===== config.mk =====
export PLATFORM = sky130hd
export DESIGN_NAME = id_ex_pipe
export DESIGN_NICKNAME = d
export VERILOG_FILES = /design/src/rtl/id_ex_pipe.sv
export SDC_FILE = /design/constraint.sdc
export NUM_CORES = 1
export LEC_CHECK = 0
export CORE_MARGIN = 2
export CORE_UTILIZATION = 23
export DETAILED_ROUTE_END_ITERATION = 6
export SYNTH_ARGS = -nofsm -noshare
export SYNTH_HDL_FRONTEND = slang
export SYNTH_SLANG_ARGS = --single-unit

===== constraint.sdc =====
create_clock -name clk -period 2.2 [get_ports clk]
set_input_delay 0.44 -clock clk [delete_from_list [all_inputs] [get_ports clk]]
set_output_delay 0.44 -clock clk [all_outputs]
set_load 0.05 [all_outputs]

===== src/rtl/id_ex_pipe.sv =====
// ID/EX pipeline register with load-use hazard detection.
// Captures the decoded control bundle, operands and register specifiers at
// the end of ID and presents them to EX one cycle later. A load in EX whose
// destination feeds the instruction in ID raises Stall. Stalls and flushes
// insert a bubble into EX. A saturating counter tracks the inserted bubbles.
module id_ex_pipe #(
  parameter int unsigned DATA_W = 32,
  parameter int unsigned CNT_W  = 16
) (
  input  logic              clk,
  input  logic              rst_n,
  input  logic              Freeze,
  input  logic              Flush,
  // Control bundle for the instruction in ID
  input  logic              ALUSrc,
  input  logic              MemWrite,
  input  logic              MemRead,
  input  logic              Beq,
  input  logic              Jump,
  input  logic              RegWrite,
  input  logic [1:0]        RegDst,
  input  logic [1:0]        MemToReg,
  input  logic [2:0]        ALUOp,
  // Datapath values and register specifiers for the instruction in ID
  input  logic [DATA_W-1:0] PCPlus4,
  input  logic [DATA_W-1:0] ReadData1,
  input  logic [DATA_W-1:0] ReadData2,
  input  logic [DATA_W-1:0] SignExtImm,
  input  logic [4:0]        Rs,
  input  logic [4:0]        Rt,
  input  logic [4:0]        Rd,
  input  logic [5:0]        Funct,
  // Registered copies presented to EX
  output logic              ALUSrc_ex,
  output logic              MemWrite_ex,
  output logic              MemRead_ex,
  output logic              Beq_ex,
  output logic              Jump_ex,
  output logic              RegWrite_ex,
  output logic [1:0]        RegDst_ex,
  output logic [1:0]        MemToReg_ex,
  output logic [2:0]        ALUOp_ex,
  output logic [DATA_W-1:0] PCPlus4_ex,
  output logic [DATA_W-1:0] ReadData1_ex,
  output logic [DATA_W-1:0] ReadData2_ex,
  output logic [DATA_W-1:0] SignExtImm_ex,
  output logic [4:0]        Rs_ex,
  output logic [4:0]        Rt_ex,
  output logic [4:0]        Rd_ex,
  output logic [5:0]        Funct_ex,
  output logic              Valid_ex,
  output logic              Stall,
  output logic [CNT_W-1:0]  BubbleCount
);

  typedef struct packed {
    logic              alu_src;
    logic              mem_write;
    logic              mem_read;
    logic              beq;
    logic              jump;
    logic              reg_write;
    logic [1:0]        reg_dst;
    logic [1:0]        mem_to_reg;
    logic [2:0]        alu_op;
    logic [DATA_W-1:0] pc_plus4;
    logic [DATA_W-1:0] rd1;
    logic [DATA_W-1:0] rd2;
    logic [DATA_W-1:0] imm;
    logic [4:0]        rs;
    logic [4:0]        rt;
    logic [4:0]        rd;
    logic [5:0]        funct;
  } ex_t;

  ex_t              ex_in;
  ex_t              ex_q, ex_d;
  logic             valid_q, valid_d;
  logic [CNT_W-1:0] cnt_q, cnt_d;

  logic             uses_rs;
  logic             uses_rt;
  logic             rs_match;
  logic             rt_match;
  logic             hz;
  logic             bubble;

  // Bundle the ID-stage inputs into the EX payload layout
  always_comb begin
    ex_in            = '0;
    ex_in.alu_src    = ALUSrc;
    ex_in.mem_write  = MemWrite;
    ex_in.mem_read   = MemRead;
    ex_in.beq        = Beq;
    ex_in.jump       = Jump;
    ex_in.reg_write  = RegWrite;
    ex_in.reg_dst    = RegDst;
    ex_in.mem_to_reg = MemToReg;
    ex_in.alu_op     = ALUOp;
    ex_in.pc_plus4   = PCPlus4;
    ex_in.rd1        = ReadData1;
    ex_in.rd2        = ReadData2;
    ex_in.imm        = SignExtImm;
    ex_in.rs         = Rs;
    ex_in.rt         = Rt;
    ex_in.rd         = Rd;
    ex_in.funct      = Funct;
  end

  // Load-use detection: a valid load in EX writing a register the ID
  // instruction actually reads. Jumps read no Rs; Rt is read by R-type,
  // stores (data) and branches (compare).
  always_comb begin
    uses_rs  = ~Jump;
    uses_rt  = ~ALUSrc | MemWrite | Beq;
    rs_match = uses_rs & (ex_q.rt == Rs);
    rt_match = uses_rt & (ex_q.rt == Rt);
    hz       = ex_q.mem_read & valid_q & (ex_q.rt != 5'd0) & (rs_match | rt_match);
    // A flush kills the ID instruction anyway, so there is nothing to hold.
    Stall    = hz & ~Flush;
    bubble   = Flush | hz;
  end

  // Next-state: hold on Freeze, else load, turning the slot into a bubble
  // on flush or hazard.
  always_comb begin
    ex_d    = ex_q;
    valid_d = valid_q;
    cnt_d   = cnt_q;
    if (!Freeze) begin
      ex_d = ex_in;
      if (bubble) begin
        // Only side-effecting controls are cleared; the rest are don't-care.
        ex_d.mem_write = 1'b0;
        ex_d.mem_read  = 1'b0;
        ex_d.beq       = 1'b0;
        ex_d.jump      = 1'b0;
        ex_d.reg_write = 1'b0;
        valid_d        = 1'b0;
        if (cnt_q != {CNT_W{1'b1}}) begin
          cnt_d = cnt_q + CNT_W'(1);
        end
      end else begin
        valid_d = 1'b1;
      end
    end
  end

  // Pipeline state with asynchronous clear
  always_ff @(posedge clk or negedge rst_n) begin
    if (!rst_n) begin
      ex_q    <= '0;
      valid_q <= 1'b0;
      cnt_q   <= '0;
    end else begin
      ex_q    <= ex_d;
      valid_q <= valid_d;
      cnt_q   <= cnt_d;
    end
  end

  // Drive EX-facing outputs straight from the registers
  always_comb begin
    ALUSrc_ex     = ex_q.alu_src;
    MemWrite_ex   = ex_q.mem_write;
    MemRead_ex    = ex_q.mem_read;
    Beq_ex        = ex_q.beq;
    Jump_ex       = ex_q.jump;
    RegWrite_ex   = ex_q.reg_write;
    RegDst_ex     = ex_q.reg_dst;
    MemToReg_ex   = ex_q.mem_to_reg;
    ALUOp_ex      = ex_q.alu_op;
    PCPlus4_ex    = ex_q.pc_plus4;
    ReadData1_ex  = ex_q.rd1;
    ReadData2_ex  = ex_q.rd2;
    SignExtImm_ex = ex_q.imm;
    Rs_ex         = ex_q.rs;
    Rt_ex         = ex_q.rt;
    Rd_ex         = ex_q.rd;
    Funct_ex      = ex_q.funct;
    Valid_ex      = valid_q;
    BubbleCount   = cnt_q;
  end

endmodule

==> metrics, run 1 <==
Die Width=around 180 um; final instance area=approximately 12000 um2; Setup CP Type=in2out; Final #Nets=approximately 970; initial antenna violation count=0; CTS Buffer Depth=2; area occupied by registers=roughly 4500 um2; ys flop type=dfrtp_1; Worst Setup Start Kind=primary input; GP Congestion=between 0.7 and 0.8; Setup Skew=0.00857 ns; Root Buffer=clkbuf_16; switching pwr=between 3 and 4 mW; maximum VDD drop=approximately 0.50 mV; sequential element share of the synthesized area=0.650; largest net degree at the start of global routing=63; gr ovfl total=0; clock sink count=around 180; drt pass-1 iters=4; Mapped Nets=598; Leakage=4.79 nW; EDFF count, synth=0; post-DP HPWL=14300 um; synthesized flop and latch total=roughly 180; die area=about 31000 um2; P_int=roughly 6.6 mW; combinational power share=0.300; Setup violations, final=15; RSZ-0062 raised after global routing=yes; synthesis-to-layout area growth=69.4%; CP required=approximately 1.8 ns; Worst EP arrival=approximately 2 ns; post-synth top area share=0.650; clock power share=0.312; post-route setup slack=-0.225 ns; H-tree depth=4; Synth cell types=31; Tot Pwr=around 10 mW; # fillers=around 2800; Port-buffer cells=345; fmax=a little over 400 MHz; Worst Hold Slack=between 0.4 and 0.5 ns; DR vias/cell=just over 4; Worst Path Max Fanout=2; DR WL/cell=16.4 um; Post-DP Area=between 10000 and 15000 um2; max_cap viols=0; Sequential Power Share=0.388; Slew Viols, Final=0; Crit. End Element=output port; post-route minimum period=2.43 ns; FP Rows=63; core area=between 20000 and 30000 um2; first-pass GRT wire length=roughly 30000 um; CTS buffer count=17; failing checks=setup timing; Switching Share=0.338; final critical-path share of the clock period=1.10; P per Cell Area=around 850 nW/um2; Syn. warnings=0; Final Util=0.395; gr usage total=0.124; share of flip-flops with an asynchronous set or reset=1.00; ratio of cells with drive above 1 in the final layout=0.282; initial core utilization=0.233; Synth area leaders=dfrtp_1, mux2_2, xnor2_1, clkbuf_1, nand4_1; worst-margin pin slew=roughly 0.56 ns; vias=around 5000; Slew headroom=0.626; Mapped Cells=431; status=finished, violations left; Worst-Skew Late Latency=around 0.42 ns; antenna cell count=0; final setup TNS=-0.431 ns; antenna-violating nets left=0; DRC errors left=0; Worst-path clk slew=approximately 0.070 ns; TritonCTS clock tree=built; mean post-synth cell area=16.0 um2; WL final=19800 um; Hold Path Class=in2reg; Synth area leader=dfrtp_1; vias in the first global route=5296; multi-input logic area=2370 um2; Top-Level Pins=346; Initial DRC Count=roughly 140; Final Hold Violating Endpoints=0; Syn Std Cell Area=a little under 7000 um2; die height=approximately 180 um
repair_timing:
item / CTS / global route
resized for setup: 6 / 11
hold buffers: 1 / 0
buffers inserted: 7 / 2
setup endpoints to repair: 2 / 23
hold endpoints to repair: 31 / 0
cloned: 0 / 0
pin swaps: 4 / 3
cells by family after synthesis:
group | Yosys count | share of synthesized area
flops | 179 | 0.650
buf+inv | 20 | 0.0122
xor+xnor | 25 | 0.0318
fa+ha+maj | 1 | 0.00182
mux | 158 | 0.258
compound gates | 11 | 0.0153
simple gates | 37 | 0.0305
synthesized netlist by cell type, types with 3 or more instances:
library cell and number:
dfrtp_1 179, mux2_2 157, xnor2_1 24, clkbuf_1 17, nand3_1 8, nand4_1 8, a22o_1 5, and3_1 5
nand2_1 4, nor2_1 3
final timing paths:
check                                             startpoint                           end  slack, ns  depth (start not counted)
worst min register to register  ReadData2_ex[27]$_DFFE_PN0N_  ReadData2_ex[27]$_DFFE_PN0N_       0.50                          1
worst max-delay path                                   Rt[4]                         Stall      -0.23                          6
min in group asynchronous                              rst_n    PCPlus4_ex[25]$_DFFE_PN0N_       0.48                          2
max in group asynchronous                              rst_n     PCPlus4_ex[1]$_DFFE_PN0N_       1.08                          3
worst max register to register          Rt_ex[4]$_DFFE_PN0N_    BubbleCount[1]$_DFFE_PN0P_      -0.03                          8
worst min-delay path                                  Freeze          Valid_ex$_DFFE_PN0N_       0.47                          2
registers in the layout, summed over array words and instances, names as in the netlist:
signal and cells:
PCPlus4_ex 32, ReadData1_ex 32, ReadData2_ex 32, SignExtImm_ex 32
BubbleCount 16, Funct_ex 6, Rd_ex 5, Rs_ex 5
Rt_ex 5, ALUOp_ex 3, MemToReg_ex 2, RegDst_ex 2
ALUSrc_ex 1, Beq_ex 1, Jump_ex 1, MemRead_ex 1
MemWrite_ex 1, RegWrite_ex 1, Valid_ex 1
area by class of cell:
cell class / instances / area share
clock buffers: 21 / 0.0395
repair buffers: 372 / 0.320
multi-input cells: 232 / 0.203
clock inverters: 11 / 0.0109
flip-flops and latches: 179 / 0.384
well taps: 390 / 0.0418
worst max-delay path, stage by stage:
cell and delay (ns):
clkdlybuf4s50_1 0.52, xnor2_2 0.13, nand4_1 0.25, o32a_1 0.29
nor3_4 0.18, buf_12 0.16
per-layer routing:
layer	routed length, um	vias to the layer above	track usage
met2	9430	227	0.201
met5	0	-	0
met4	284	0	0.0382
met1	8150	2478	0.148
met3	1950	17	0.0524
li1	-	2268	-
metrics by stage:
stage	instances	setup WS, ns
after floorplan	431	0.0323
after CTS	1203	-0.217
after detailed placement	1163	-0.331
after global routing	1205	-0.307
after global placement	1163	-0.327
final	1205	-0.225
placed cells by master, fill, tap and decap left out, types with 2 or more instances in the layout:
cell type	count
nand3_1	8
clkinvlp_4	3
nand2_1	4
dfrtp_2	5
bufinv_16	2
mux2_2	157
nand4_1	8
dfrtp_1	174
clkbuf_16	17
and3_1	5
clkinv_4	2
buf_6	5
inv_6	2
clkbuf_8	2
dlymetal6s2s_1	5
nor2_1	3
a22o_1	5
dlygate4sd2_1	3
buf_12	5
clkbuf_1	2
clkdlybuf4s50_1	333
buf_4	20
xnor2_1	21
clkinv_2	2
xnor2_2	3
power groups by stage:
stage	registers, mW	logic (mW)	clock network (mW)
after global placement	3.92	2.98	0
final	3.87	2.99	3.11
after CTS	3.87	3.02	3.23
after detailed placement	3.93	2.99	0
after floorplan	5.15	0.475	0
after global routing	3.91	3.12	3.37
Note: power is estimated with default switching activity, not from simulation.
==> run 2, diff against run 1 <==
- PLACE_DENSITY: not set -> 0.55
- clock period: 2.2 -> 3 ns (I/O delays scaled with it)
==> run 2 against run 1 <==
The run now ends clean. Non-clock buffer count down 19. Final area down 1.8%. Power down 28%. Clock skew up 0.0021 ns. Flip-flop and latch count unchanged. Via count down 3.6%. Register-to-register slack better by 0.93 ns. Sequential power down 27%. Wire length down 1.6%. First-iteration DRC count up 22%. Highest routed layer unchanged. Die area unchanged. Sequential share of layout area up 0.66 points.
==> metrics, run 2 (same netlist as run 1, synthesis figures left out) <==
Place WS=0.230 ns (+0.561 ns); Worst-Skew Late Latency=0.43 ns (about the same); GP Congestion=0.747 (+0.46%); CTS Buffer Depth=2 (unchanged); Crit. End Element=output port; Buf+Inv Stages, Crit Path=2 (unchanged); commonest non-fill, non-tap cell in the layout=clkdlybuf4s50_1; leading cell types in the layout, fill and taps excluded=clkdlybuf4s50_1, dfrtp_1, mux2_2; DRC errors left=0 (unchanged); Final Hold Violating Endpoints=0 (unchanged); final setup TNS=0 ns (+0.431 ns); Setup CP Type=in2out; CP Cell Sequence=clkdlybuf4s50_1 > xnor2_1 > nand4_1 > o32a_1 > nor3_2 > buf_12; H-tree depth=4 (unchanged); P_int=4.77 mW (-28%); post-route minimum period=2.76 ns; Slowest-stage cell, CP=clkdlybuf4s50_1; Hold Path Class=in2async; Final #Nets=950 (-2.0%); maximum VDD drop=0.372 mV (-26%); Worst EP arrival=2.16 ns (+0.17 ns); die area=31400 um2 (unchanged); antenna-violating nets left=0 (unchanged); status=completed; initial core utilization=0.233 (unchanged); combinational power share=0.298 (-0.002); Sequential Power Share=0.392 (+0.004); core area=29600 um2 (unchanged); switching pwr=2.45 mW (-27%); P per Cell Area=631 nW/um2 (-26%); die height=177 um (unchanged); synthesis-to-layout area growth=66.3%; post-DP HPWL=14000 um (-1.7%); CTS resizes=0 (-6); CP top delay family=buffers and inverters; ratio of cells with drive above 1 in the final layout=0.256 (-0.0259); TritonCTS clock tree=built; Die Width=177 um (unchanged); Leakage=4.60 nW (-4.0%); vias=4811 (-3.6%); FP Rows=63 (unchanged); fmax=362 MHz; Top-Level Pins=346 (unchanged); Slew headroom=0.541 (-0.0847); vias in the first global route=5037 (-4.9%); Worst Hold Slack=0.191 ns (-0.280 ns); DR WL/cell=16.4 um (about the same); critical path's largest stage delay=0.50 ns (-0.02 ns); WL final=19500 um (-1.6%); Setup Skew=0.0107 ns (+0.00213 ns); final critical-path share of the clock period=0.920; Root Buffer=clkbuf_16; gr ovfl total=0 (unchanged); post-route setup slack=0.239 ns (+0.464 ns); RSZ-0062 raised after global routing=no; initial antenna violation count=0 (unchanged); Worst Setup Start Kind=primary input; DR vias/cell=4.06 (-2.0%); first-pass GRT wire length=29500 um (-1.6%); cts hold-fix bufs=0 (-1); Switching Share=0.339 (+0.00149); CTS buffer count=17 (unchanged); Post-CTS Setup Bufs=0 (-7); max_cap viols=0 (unchanged); clock power share=0.310 (-0.002); Setup violations, final=0 (-15); CP required=2.40 ns (+0.64 ns); Tot Pwr=7.22 mW (-28%); Port-buffer cells=345 (unchanged); drt pass-1 iters=4 (unchanged); antenna cell count=0 (unchanged); gr usage total=0.123 (-0.000683); Slew Viols, Final=0 (unchanged); Worst Path Max Fanout=2 (unchanged); Worst-path clk slew=0.07 ns (about the same); Final Util=0.388 (-0.00720); largest net degree at the start of global routing=93 (+48%); Initial DRC Count=169 (+22%); worst-margin pin slew=0.689 ns (+0.129 ns); clock sink count=179 (unchanged)
## run 2: changes by cell type in the layout (fill, tap and decap cells not counted), moves of 5 or more
cell             delta
buf_4              -16
clkdlybuf4s50_1     +9
dfrtp_1             +5
dfrtp_2             -5
dlymetal6s2s_1      -5
## run 2: final cells by class
type / count / area [um2]
clock buffer: 21 / 480
clock inverter: 11 / 101
fill: 2837 / 18100
multi-input combinational: 232 / 2330
sequential: 179 / 4480
tap: 390 / 488
timing repair buffer: 353 / 3580
## run 2: worst reg2reg max path, cell delays in order (launching register included)
cell and delay (ns):
dfrtp_1 0.42, ha_1 0.23, nand3_1 0.15, nor2_1 0.13
a31oi_2 0.52, nand2_1 0.19, mux2_1 0.34
## run 2: power by group through the flow
stage | logic [mW] | registers [mW] | clock network [mW]
finish | 2.15 | 2.83 | 2.24
global route | 2.25 | 2.87 | 2.43
CTS | 2.18 | 2.84 | 2.35
detailed placement | 2.18 | 2.88 | 0
global placement | 2.18 | 2.87 | 0
floorplan | 0.347 | 3.77 | 0
## run 2: final timing paths
check	end	start	depth (start not counted)	slack [ns]
setup / recovery	Stall	Rs[1]	6	0.24
hold / removal	Rd_ex[4]$_DFFE_PN0N_	rst_n	1	0.19
setup reg to reg	BubbleCount[1]$_DFFE_PN0P_	BubbleCount[0]$_DFFE_PN0P_	6	0.90
hold reg to reg	BubbleCount[12]$_DFFE_PN0P_	BubbleCount[12]$_DFFE_PN0P_	1	0.50
max in group asynchronous	PCPlus4_ex[24]$_DFFE_PN0N_	rst_n	2	1.96
min in group clk	BubbleCount[12]$_DFFE_PN0P_	BubbleCount[12]$_DFFE_PN0P_	1	0.50
## run 2: metal layers
| metal | wire (um) | vias up | global-route usage |
|---|---|---|---|
| met5 | 0 | - | 0 |
| met3 | 1640 | 10 | 0.0492 |
| met1 | 7990 | 2390 | 0.146 |
| met4 | 174 | 0 | 0.0362 |
| li1 | - | 2235 | - |
| met2 | 9680 | 176 | 0.204 |
## run 2: per-stage QoR
step / std cells / area [um2]
5_1_grt: 1186 / 11500
3_3_place_gp: 1154 / 10900
3_5_place_dp: 1154 / 10900
2_1_floorplan: 431 / 6890
6_report: 1186 / 11500
4_1_cts: 1186 / 11500
